[config.mk]
export PLATFORM = sky130hd
export DESIGN_NAME = tetris_vga_renderer_flat
export DESIGN_NICKNAME = d
export VERILOG_FILES = /design/src/rtl/tetris_vga_renderer_if.sv /design/src/rtl/tetris_vga_renderer.sv /design/src/flat_wrapper.sv
export SDC_FILE = /design/constraint.sdc
export NUM_CORES = 1
export LEC_CHECK = 0
export CAP_MARGIN = 15
export CORE_MARGIN = 1.5
export CORE_UTILIZATION = 48
export DETAILED_ROUTE_END_ITERATION = 12
export PLACE_DENSITY_LB_ADDON = 0.05
export SLEW_MARGIN = 20
export SYNTH_ARGS = -nofsm -noshare
export SYNTH_HDL_FRONTEND = slang
export SYNTH_SLANG_ARGS = --single-unit
[constraint.sdc]
create_clock -name clk -period 2.5 [get_ports clk]
set_clock_uncertainty 0.1 [all_clocks]
set_input_delay 0.5 -clock clk [delete_from_list [all_inputs] [get_ports clk]]
set_output_delay 0.5 -clock clk [all_outputs]
set_load 0.03 [all_outputs]
[src/rtl/tetris_vga_renderer_if.sv]
// Playfield bus from the game FSM and the VGA signals produced by the renderer.
interface tetris_vga_renderer_if;
  logic [239:0] data;
  logic [3:0]   red;
  logic [3:0]   green;
  logic [3:0]   blue;
  logic         hsync;
  logic         vsync;
  logic         frame_tick;

  modport master (output data, input red, green, blue, hsync, vsync, frame_tick);
  modport slave  (input data, output red, green, blue, hsync, vsync, frame_tick);
endinterface

[src/rtl/tetris_vga_renderer.sv]
// 640x480@60 VGA renderer for the 12x20 Tetris playfield, 25 MHz pixel tick from a 50 MHz clk.
// Field data is snapshotted once per frame on entry to vertical blanking.
module tetris_vga_renderer #(
  parameter int          H_ACTIVE = 640,
  parameter int          H_FP     = 16,
  parameter int          H_SYNC   = 96,
  parameter int          H_BP     = 48,
  parameter int          V_ACTIVE = 480,
  parameter int          V_FP     = 10,
  parameter int          V_SYNC   = 2,
  parameter int          V_BP     = 33,
  parameter int          CELL     = 20,
  parameter int          X0       = 200,
  parameter int          Y0       = 40,
  parameter int          BORDER   = 4,
  parameter logic [11:0] FILL_RGB = 12'h0FF,
  parameter logic [11:0] EDGE_RGB = 12'h088,
  parameter logic [11:0] BORD_RGB = 12'hFFF,
  parameter logic [11:0] BG_RGB   = 12'h000
) (
  input  logic                  clk,
  input  logic                  rst_n,
  tetris_vga_renderer_if.slave  bus
);

  localparam int H_TOTAL = H_ACTIVE + H_FP + H_SYNC + H_BP;
  localparam int V_TOTAL = V_ACTIVE + V_FP + V_SYNC + V_BP;

  localparam logic [9:0] H_LAST = 10'(H_TOTAL - 1);
  localparam logic [9:0] V_LAST = 10'(V_TOTAL - 1);
  localparam logic [9:0] HA     = 10'(H_ACTIVE);
  localparam logic [9:0] VA     = 10'(V_ACTIVE);
  localparam logic [9:0] HS_LO  = 10'(H_ACTIVE + H_FP);
  localparam logic [9:0] HS_HI  = 10'(H_ACTIVE + H_FP + H_SYNC);
  localparam logic [9:0] VS_LO  = 10'(V_ACTIVE + V_FP);
  localparam logic [9:0] VS_HI  = 10'(V_ACTIVE + V_FP + V_SYNC);
  localparam logic [9:0] SNAP_V = 10'(V_ACTIVE - 1);
  localparam logic [9:0] FX_LO  = 10'(X0);
  localparam logic [9:0] FX_HI  = 10'(X0 + 12 * CELL);
  localparam logic [9:0] FY_LO  = 10'(Y0);
  localparam logic [9:0] FY_HI  = 10'(Y0 + 20 * CELL);
  localparam logic [9:0] BX_LO  = 10'(X0 - BORDER);
  localparam logic [9:0] BX_HI  = 10'(X0 + 12 * CELL + BORDER);
  localparam logic [9:0] BY_LO  = 10'(Y0 - BORDER);
  localparam logic [9:0] BY_HI  = 10'(Y0 + 20 * CELL + BORDER);
  localparam logic [4:0] SUB_LAST = 5'(CELL - 1);

  logic         pix_en_reg;
  logic [9:0]   hcnt_reg, hcnt_next;
  logic [9:0]   vcnt_reg, vcnt_next;
  logic [3:0]   col_reg, col_next;
  logic [4:0]   subx_reg, subx_next;
  logic [4:0]   row_reg, row_next;
  logic [4:0]   suby_reg, suby_next;
  logic [239:0] snap_reg;
  logic [11:0]  rgb_reg, rgb_next;
  logic         hsync_reg, hsync_next;
  logic         vsync_reg, vsync_next;
  logic         frame_tick_reg;

  logic         h_wrap;
  logic         snap_take;
  logic         active, in_field, in_border, occupied, ring;
  logic [11:0]  cur_row;
  logic [11:0]  rows [20];

  genvar gi;
  generate
    for (gi = 0; gi < 20; gi++) begin : g_rows
      assign rows[gi] = snap_reg[gi*12 +: 12];
    end
  endgenerate

  // Counter advance; the cell counter pairs replace a divide by CELL.
  always_comb begin
    h_wrap    = (hcnt_reg == H_LAST);
    hcnt_next = h_wrap ? 10'd0 : hcnt_reg + 10'd1;
    vcnt_next = vcnt_reg;
    if (h_wrap)
      vcnt_next = (vcnt_reg == V_LAST) ? 10'd0 : vcnt_reg + 10'd1;

    col_next  = col_reg;
    subx_next = subx_reg;
    if (hcnt_next == FX_LO) begin
      col_next  = 4'd0;
      subx_next = 5'd0;
    end else if (subx_reg == SUB_LAST) begin
      col_next  = col_reg + 4'd1;
      subx_next = 5'd0;
    end else begin
      subx_next = subx_reg + 5'd1;
    end

    row_next  = row_reg;
    suby_next = suby_reg;
    if (h_wrap) begin
      if (vcnt_next == FY_LO) begin
        row_next  = 5'd0;
        suby_next = 5'd0;
      end else if (suby_reg == SUB_LAST) begin
        row_next  = row_reg + 5'd1;
        suby_next = 5'd0;
      end else begin
        suby_next = suby_reg + 5'd1;
      end
    end

    snap_take = h_wrap && (vcnt_reg == SNAP_V);
  end

  always_comb begin
    active    = (hcnt_reg < HA) && (vcnt_reg < VA);
    in_field  = (hcnt_reg >= FX_LO) && (hcnt_reg < FX_HI) &&
                (vcnt_reg >= FY_LO) && (vcnt_reg < FY_HI);
    in_border = (hcnt_reg >= BX_LO) && (hcnt_reg < BX_HI) &&
                (vcnt_reg >= BY_LO) && (vcnt_reg < BY_HI);
    cur_row   = (row_reg < 5'd20) ? rows[row_reg] : 12'd0;
    occupied  = (col_reg < 4'd12) && cur_row[4'd11 - col_reg];
    ring      = (subx_reg == 5'd0) || (subx_reg == SUB_LAST) ||
                (suby_reg == 5'd0) || (suby_reg == SUB_LAST);

    rgb_next = BG_RGB;
    if (!active)
      rgb_next = 12'h000;
    else if (in_field)
      rgb_next = occupied ? (ring ? EDGE_RGB : FILL_RGB) : BG_RGB;
    else if (in_border)
      rgb_next = BORD_RGB;

    hsync_next = !((hcnt_reg >= HS_LO) && (hcnt_reg < HS_HI));
    vsync_next = !((vcnt_reg >= VS_LO) && (vcnt_reg < VS_HI));
  end

  always_ff @(posedge clk or negedge rst_n) begin
    if (!rst_n) begin
      pix_en_reg     <= 1'b0;
      hcnt_reg       <= 10'd0;
      vcnt_reg       <= 10'd0;
      col_reg        <= 4'd0;
      subx_reg       <= 5'd0;
      row_reg        <= 5'd0;
      suby_reg       <= 5'd0;
      snap_reg       <= '0;
      rgb_reg        <= 12'h000;
      hsync_reg      <= 1'b1;
      vsync_reg      <= 1'b1;
      frame_tick_reg <= 1'b0;
    end else begin
      pix_en_reg     <= ~pix_en_reg;
      frame_tick_reg <= pix_en_reg && snap_take;
      if (pix_en_reg) begin
        hcnt_reg  <= hcnt_next;
        vcnt_reg  <= vcnt_next;
        col_reg   <= col_next;
        subx_reg  <= subx_next;
        row_reg   <= row_next;
        suby_reg  <= suby_next;
        rgb_reg   <= rgb_next;
        hsync_reg <= hsync_next;
        vsync_reg <= vsync_next;
        if (snap_take)
          snap_reg <= bus.data;
      end
    end
  end

  assign bus.red        = rgb_reg[11:8];
  assign bus.green      = rgb_reg[7:4];
  assign bus.blue       = rgb_reg[3:0];
  assign bus.hsync      = hsync_reg;
  assign bus.vsync      = vsync_reg;
  assign bus.frame_tick = frame_tick_reg;

endmodule
[src/flat_wrapper.sv]
// flat-port wrapper written by rule: the top's interface ports become plain ports
module tetris_vga_renderer_flat 
#(
  parameter int          H_ACTIVE = 640,
  parameter int          H_FP     = 16,
  parameter int          H_SYNC   = 96,
  parameter int          H_BP     = 48,
  parameter int          V_ACTIVE = 480,
  parameter int          V_FP     = 10,
  parameter int          V_SYNC   = 2,
  parameter int          V_BP     = 33,
  parameter int          CELL     = 20,
  parameter int          X0       = 200,
  parameter int          Y0       = 40,
  parameter int          BORDER   = 4,
  parameter logic [11:0] FILL_RGB = 12'h0FF,
  parameter logic [11:0] EDGE_RGB = 12'h088,
  parameter logic [11:0] BORD_RGB = 12'hFFF,
  parameter logic [11:0] BG_RGB   = 12'h000
)
  (clk, rst_n, bus_data, bus_red, bus_green, bus_blue, bus_hsync, bus_vsync, bus_frame_tick);
  tetris_vga_renderer_if bus_i ();
  input  logic clk;
  input  logic rst_n;
  input wire logic [$bits(bus_i.data)-1:0] bus_data;
  output wire logic [$bits(bus_i.red)-1:0] bus_red;
  output wire logic [$bits(bus_i.green)-1:0] bus_green;
  output wire logic [$bits(bus_i.blue)-1:0] bus_blue;
  output wire logic [$bits(bus_i.hsync)-1:0] bus_hsync;
  output wire logic [$bits(bus_i.vsync)-1:0] bus_vsync;
  output wire logic [$bits(bus_i.frame_tick)-1:0] bus_frame_tick;
  assign bus_i.data = bus_data;
  assign bus_red = bus_i.red;
  assign bus_green = bus_i.green;
  assign bus_blue = bus_i.blue;
  assign bus_hsync = bus_i.hsync;
  assign bus_vsync = bus_i.vsync;
  assign bus_frame_tick = bus_i.frame_tick;
  tetris_vga_renderer #(.H_ACTIVE(H_ACTIVE), .H_FP(H_FP), .H_SYNC(H_SYNC), .H_BP(H_BP), .V_ACTIVE(V_ACTIVE), .V_FP(V_FP), .V_SYNC(V_SYNC), .V_BP(V_BP), .CELL(CELL), .X0(X0), .Y0(Y0), .BORDER(BORDER), .FILL_RGB(FILL_RGB), .EDGE_RGB(EDGE_RGB), .BORD_RGB(BORD_RGB), .BG_RGB(BG_RGB)) u_core (.clk(clk), .rst_n(rst_n), .bus(bus_i));
endmodule
# Yosys cells after proc, flatten, opt, wreduce, memory -nomap -nowiden
# Cells that the tools add are included.
[word_totals]
reg_bits = 295
latchBits = 0
ramBits = 0
mem_bits_ro = 0
input_bits = 242
out_inout_bits = 15
word_cells = 93
mem_count = 0
[classes]
add_sub_neg = 7
n_mul = 0
div = 0
n_lt_le_gt_ge = 18
n_eq_ne = 7
shift = 0
mux = 22
bitwise = 2
reduce_logical = 25
[op_table]
columns = ["operator", "n"]
rows = [
  ["$mux W12", 7],
  ["$bmux W12 S5", 1],
  ["$lt A10 B9 Y1 const B", 6],
  ["$mux W10", 3],
  ["$mux W5", 6],
  ["$add A10 B1 Y10 const B", 2],
  ["$eq A10 B10 Y1 const B", 2],
  ["$ge A10 B6 Y1 const B", 2],
  ["$ge A10 B8 Y1 const B", 2],
  ["$lt A10 B10 Y1 const B", 2],
  ["$add A5 B1 Y5 const B", 3],
  ["$logic_and A1 B1 Y1", 12],
  ["$eq A10 B6 Y1 const B", 1],
  ["$eq A10 B8 Y1 const B", 1],
  ["$eq A10 B9 Y1 const B", 1],
  ["$eq A5 B5 Y1 const B", 2],
  ["$ge A10 B10 Y1 const B", 1],
  ["$ge A10 B9 Y1 const B", 1],
  ["$logic_not A5 Y1", 2],
  ["$mux W4", 2],
  ["$mux W7", 1],
  ["$ge A6 B6 Y1 const B", 1],
  ["$not A5 Y6", 1],
  ["$reduce_and A2 Y1", 3],
  ["12 further kinds", 16],
]

# Logic depth before layout (Yosys ltp)
[depth]
depth_word = 11
ltp_mapped = 11
mapped_depth_nobuf = 9

# Least setup slack after synthesis
# Ideal clock, no wire load.
[synth_timing]
path_type = "flip-flop to flip-flop"
from = "reg u_core.hcnt_reg[0]"
to = "reg u_core.suby_reg[2]"
setup_ns = 0.120
t_arrival_ns = 2.395
required_ns = 2.280
slack_ns = -0.115
path_stages_with_launch = 12
n_path_buf = 3
period_less_slack_ns = 2.615
cell_sequence = "dfrtp_1 ha_1 and3_1 buf_6 nor4b_4 dlymetal6s2s_1 nand2_1 a2111oi_4 nand3_2 buf_6 a22o_1 a41o_1"
[synth_between]
elab_chain_cells = 4
word_cells_on_any_way = 5
classes_between = "2 x eq/ne; 2 x mux; 1 x reduce/logical"
[synth_lines]
columns = ["element", "line", "rtl"]
rows = [
  ["start: declaration", "tetris_vga_renderer.sv:49", "logic [9:0] hcnt_reg, hcnt_next;"],
  ["start signal: assignment", "tetris_vga_renderer.sv:152", "hcnt_reg <= hcnt_next;"],
  ["$eq A10 B10 Y1 *", "tetris_vga_renderer.sv:76", "h_wrap = (hcnt_reg == H_LAST);"],
  ["$mux W10", "tetris_vga_renderer.sv:79", "if (h_wrap)"],
  ["$eq A10 B6 Y1", "tetris_vga_renderer.sv:97", "if (vcnt_next == FY_LO) begin"],
  ["$mux W5", "tetris_vga_renderer.sv:97", ""],
  ["end signal: assignment", "tetris_vga_renderer.sv:157", "suby_reg <= suby_next;"],
  ["end: declaration", "tetris_vga_renderer.sv:54", "logic [4:0] suby_reg, suby_next;"],
]
# Mark *: on every way between the ends. The rest lies on a longest branch, timed or not.
# A chain may end at the register's enable or synchronous reset.

# Final worst setup path
[layout_timing]
from = "reg u_core.row_reg[0]"
to = "reg u_core.rgb_reg[7]"
[layout_between]
elab_chain_cells = 11
word_cells_on_any_way = 12
classes_between = "1 x order compare; 9 x mux; 1 x bitwise; 1 x reduce/logical"
[layout_lines]
columns = ["element", "line", "rtl"]
rows = [
  ["start: declaration", "tetris_vga_renderer.sv:53", "logic [4:0] row_reg, row_next;"],
  ["start signal: assignment", "tetris_vga_renderer.sv:156", "row_reg <= row_next;"],
  ["$not A5 Y6 (not written as such)", "tetris_vga_renderer.sv:117", "cur_row = (row_reg < 5'd20) ? rows[row_reg] : 12'd0;"],
  ["$bmux W12 S5", "tetris_vga_renderer.sv:117", ""],
  ["$mux W12 (not written as such) (2 in series)", "tetris_vga_renderer.sv:117", ""],
  ["$mux W12 *", "tetris_vga_renderer.sv:117", ""],
  ["$bmux W1 S4 *", "tetris_vga_renderer.sv:118", "occupied = (col_reg < 4'd12) && cur_row[4'd11 - col_reg];"],
  ["$mux W1 (not written as such) *", "tetris_vga_renderer.sv:118", ""],
  ["$logic_and A1 B1 Y1 *", "tetris_vga_renderer.sv:118", ""],
  ["$mux W12 *", "tetris_vga_renderer.sv:126", "rgb_next = occupied ? (ring ? EDGE_RGB : FILL_RGB) : BG_RGB;"],
  ["$mux W12 *", "tetris_vga_renderer.sv:125", "else if (in_field)"],
  ["$mux W12 *", "tetris_vga_renderer.sv:123", "if (!active)"],
  ["end signal: assignment", "tetris_vga_renderer.sv:158", "rgb_reg <= rgb_next;"],
  ["end: declaration", "tetris_vga_renderer.sv:56", "logic [11:0] rgb_reg, rgb_next;"],
]
# Mark *: on every way between the ends. The rest lies on a longest branch, timed or not. The select of a mux whose other input is x is not followed.

==> out/results.ini <==
[clock_tree]
clockRootBuffer=clkbuf_16
clock_path_buffers=3
cts_max_level=1
cts.sinks=286
cts.clk_slew.worst_paths_ns=0.06
cts_buffers=31
clk_latency_ns=0.56
cts_tree=done

[die]
start_util=0.4898
io-pin-count=257
die_w_um=174.4
die_h_um=174.4
fp.coreArea_um2=28780
die_area_um2=30400
num_rows=62

[hold_path]
whs_endpoint=u_core.snap_reg[177]$_DFFE_PN0P_
hp-class=in -> reg
hp-start=bus_data[177]
whs_path_depth=3

[drt]
drc=0
ant_nets=0
routed_wl_um=39720
wl_per_cell_um=17.75
via_count=11850
drtIter0Drc=962
drtPass1Iterations=5
viasPerCell=5.296

[global_routing]
grt_overflow=0
grt_max_degree=118
grt_pass1_vias=12090
grt_usage=0.2685
antenna_found_initial=0
grt_pass1_wl_um=64180

[synthesis]
async_reset_ff_frac=1.000
ys_warn_count=0
ys_ff_latch=286
yosysUniqueCellTypes=78
syn_nets=1810
synth-edff-count=0
syn_inst=1556
syn_area_um2=14100
synthFlopType=dfrtp_1
ys_seq_area_frac=0.5079
avgSynthCellArea_um2=9.059

[setup_path]
r2r_cells=9
cp.required_ns=2.83
r2r_setup_slack_ns=-0.13
critPathKind=reg -> reg
crit_path_start=u_core.row_reg[0]$_DFFE_PN0P_
r2r-start=u_core.row_reg[0]$_DFFE_PN0P_
worstSetupStartpointType=flop
timing.rr.end=u_core.rgb_reg[7]$_DFFE_PN0P_
cp_max_fo=5
cp.arrival_ns=2.96
critPathCaptureType=flop

[placement]
io_buffers=256
gp_congestion=0.9018
dp_hpwl_um=29590

[sta]
min_period_over_period=1.052
finalSetupTns_ns=-0.2559
relSlewSlack=0.6287
grt_setup_unrepaired=true
fmax_ghz=0.3803
layout_setup_ws_ns=-0.1297
finalCriticalPeriod_ns=2.630
finalSetupViolations=2
hold_violations=0
worst_hold_slack_ns=0.3622
tightest_slew_ns=0.5569
final_max_slew_viol_count=0

[status]
status=finished with violations
violations=negative setup slack

[finish]
fillerInstances=2420
largest_reg_flops=240
area_growth_syn_to_layout_pct=33.35
drive_above_1_share=0.1273
num_antenna_cells=0
nets=2086

[power_and_ir_drop]
pwr_density_cell_nw_per_um2=523.6
leakage_nw=7.880
ir_worst_vdd_mv=0.4981

[run]
cap_viol_max_count=0

through the flow:
| stage | util | power [mW] | std cells | setup WS, ns | area, um^2 |
|---|---|---|---|---|---|
| CTS | 0.6493 | 9.916 | 2236 | -0.1079 | 18690 |
| detailed placement | 0.6083 | 5.231 | 2172 | -0.2476 | 17510 |
| finish | 0.6531 | 9.843 | 2238 | -0.1297 | 18800 |
| global route | 0.6531 | 10.14 | 2238 | -0.1922 | 18800 |
| global placement | 0.6083 | 5.229 | 2172 | -0.2081 | 17510 |
| floorplan | - | 4.719 | 1556 | -0.1057 | 14100 |
worst max-delay path by stage:
stage / to / cells past startpoint
final: u_core.rgb_reg[7]$_DFFE_PN0P_ / 9
after detailed placement: u_core.rgb_reg[7]$_DFFE_PN0P_ / 8
after floorplan: u_core.suby_reg[2]$_DFFE_PN0P_ / 11
after CTS: u_core.rgb_reg[7]$_DFFE_PN0P_ / 9
after global routing: u_core.rgb_reg[7]$_DFFE_PN0P_ / 9
after global placement: u_core.rgb_reg[6]$_DFFE_PN0P_ / 8
worst max-delay path: stages, from the launching register on:
cell and delay, ns:
dfrtp_4 0.50, buf_12 0.15, buf_12 0.12, mux4_2 0.42, mux4_2 0.51, nor2_2 0.10, nor4_1 0.06, a2111o_1 0.29
nand4_1 0.15, nand3_1 0.10
synthesized netlist by cell type (all sizes together), types with 5 or more instances:
| library cell | number | area share |
|---|---|---|
| a21oi | 17 | 0.0060 |
| a22o | 10 | 0.0062 |
| a22oi | 5 | 0.0027 |
| a31oi | 5 | 0.0022 |
| and2 | 6 | 0.0027 |
| and3 | 10 | 0.0046 |
| and4 | 6 | 0.0037 |
| buf | 54 | 0.023 |
| clkbuf | 57 | 0.016 |
| dfrtp | 284 | 0.50 |
| ha | 12 | 0.011 |
| inv | 19 | 0.0051 |
| mux2i | 28 | 0.020 |
| mux4 | 51 | 0.081 |
| nand2 | 773 | 0.21 |
| nand2b | 6 | 0.0027 |
| nand3 | 15 | 0.0057 |
| nand4 | 14 | 0.0062 |
| nor2 | 32 | 0.0085 |
| nor2b | 8 | 0.0036 |
| nor3 | 10 | 0.0036 |
| nor4 | 5 | 0.0022 |
| o21ai | 38 | 0.013 |
| o22ai | 6 | 0.0027 |
| o31ai | 5 | 0.0027 |
| xnor2 | 11 | 0.0068 |
area by class of cell:
cell class / count / area [um^2] / share of cell area
Sequential cell: 286 / 7167 / 0.3813
Multi-Input combinational cell: 1137 / 6392 / 0.3401
Timing Repair Buffer: 356 / 3627 / 0.1930
Clock buffer: 47 / 935.9 / 0.04979
Tap cell: 384 / 480.5 / 0.02556
Clock inverter: 8 / 118.9 / 0.006324
Inverter: 20 / 75.07 / 0.003994
cells by family (layout without fill, tap and decap cells):
| logic type | after synthesis | after routing | share of synthesized area |
|---|---|---|---|
| compound gates | 124 | 124 | 0.06072 |
| fa+ha+maj | 12 | 12 | 0.01065 |
| buf+inv | 133 | 431 | 0.04589 |
| xor+xnor | 13 | 13 | 0.008077 |
| mux | 82 | 82 | 0.1038 |
| simple gates | 906 | 906 | 0.2630 |
| flops | 286 | 286 | 0.5079 |
where the power goes:
group,leakage [nW],switching (mW),internal (mW)
Combinational,4.65,0.161,0.351
Clock,0.524,1.84,2.86
Sequential,2.71,0,4.63
routing by layer:
layer,up-vias,track usage,share of wire
li1,5661,-,-
met1,5755,0.3720,0.44
met2,372,0.4472,0.49
met3,64,0.03543,0.049
met4,0,0.07076,0.026
met5,-,0,0
layout by cell type (no fill, tap or decap), types with 6 or more instances in the layout:
| cell type | instances |
|---|---|
| nand2_1 | 771 |
| dfrtp_1 | 282 |
| clkdlybuf4s50_1 | 255 |
| buf_4 | 71 |
| mux4_2 | 51 |
| clkbuf_16 | 31 |
| nor2_1 | 30 |
| o21ai_0 | 30 |
| mux2i_1 | 27 |
| buf_12 | 23 |
| inv_1 | 19 |
| a21oi_1 | 15 |
| nand4_1 | 14 |
| nand3_1 | 13 |
| xnor2_1 | 11 |
| ha_1 | 11 |
| a22o_1 | 10 |
| clkbuf_8 | 10 |
| nor3_1 | 9 |
| nor2b_1 | 8 |
| o21ai_1 | 6 |
| nand2b_1 | 6 |
| o22ai_1 | 6 |
| clkbuf_1 | 6 |
what timing repair did:
item | in CTS | in global routing
pin swaps | 9 | 5
endpoints found under the setup margin | 11 | 15
hold buffers | 1 | 0
gates resized for setup | 7 | 27
setup buffers | 8 | 2
hold endpoints to repair | 55 | 0
gates cloned | 0 | 0
(Power assumes the default switching activity.)
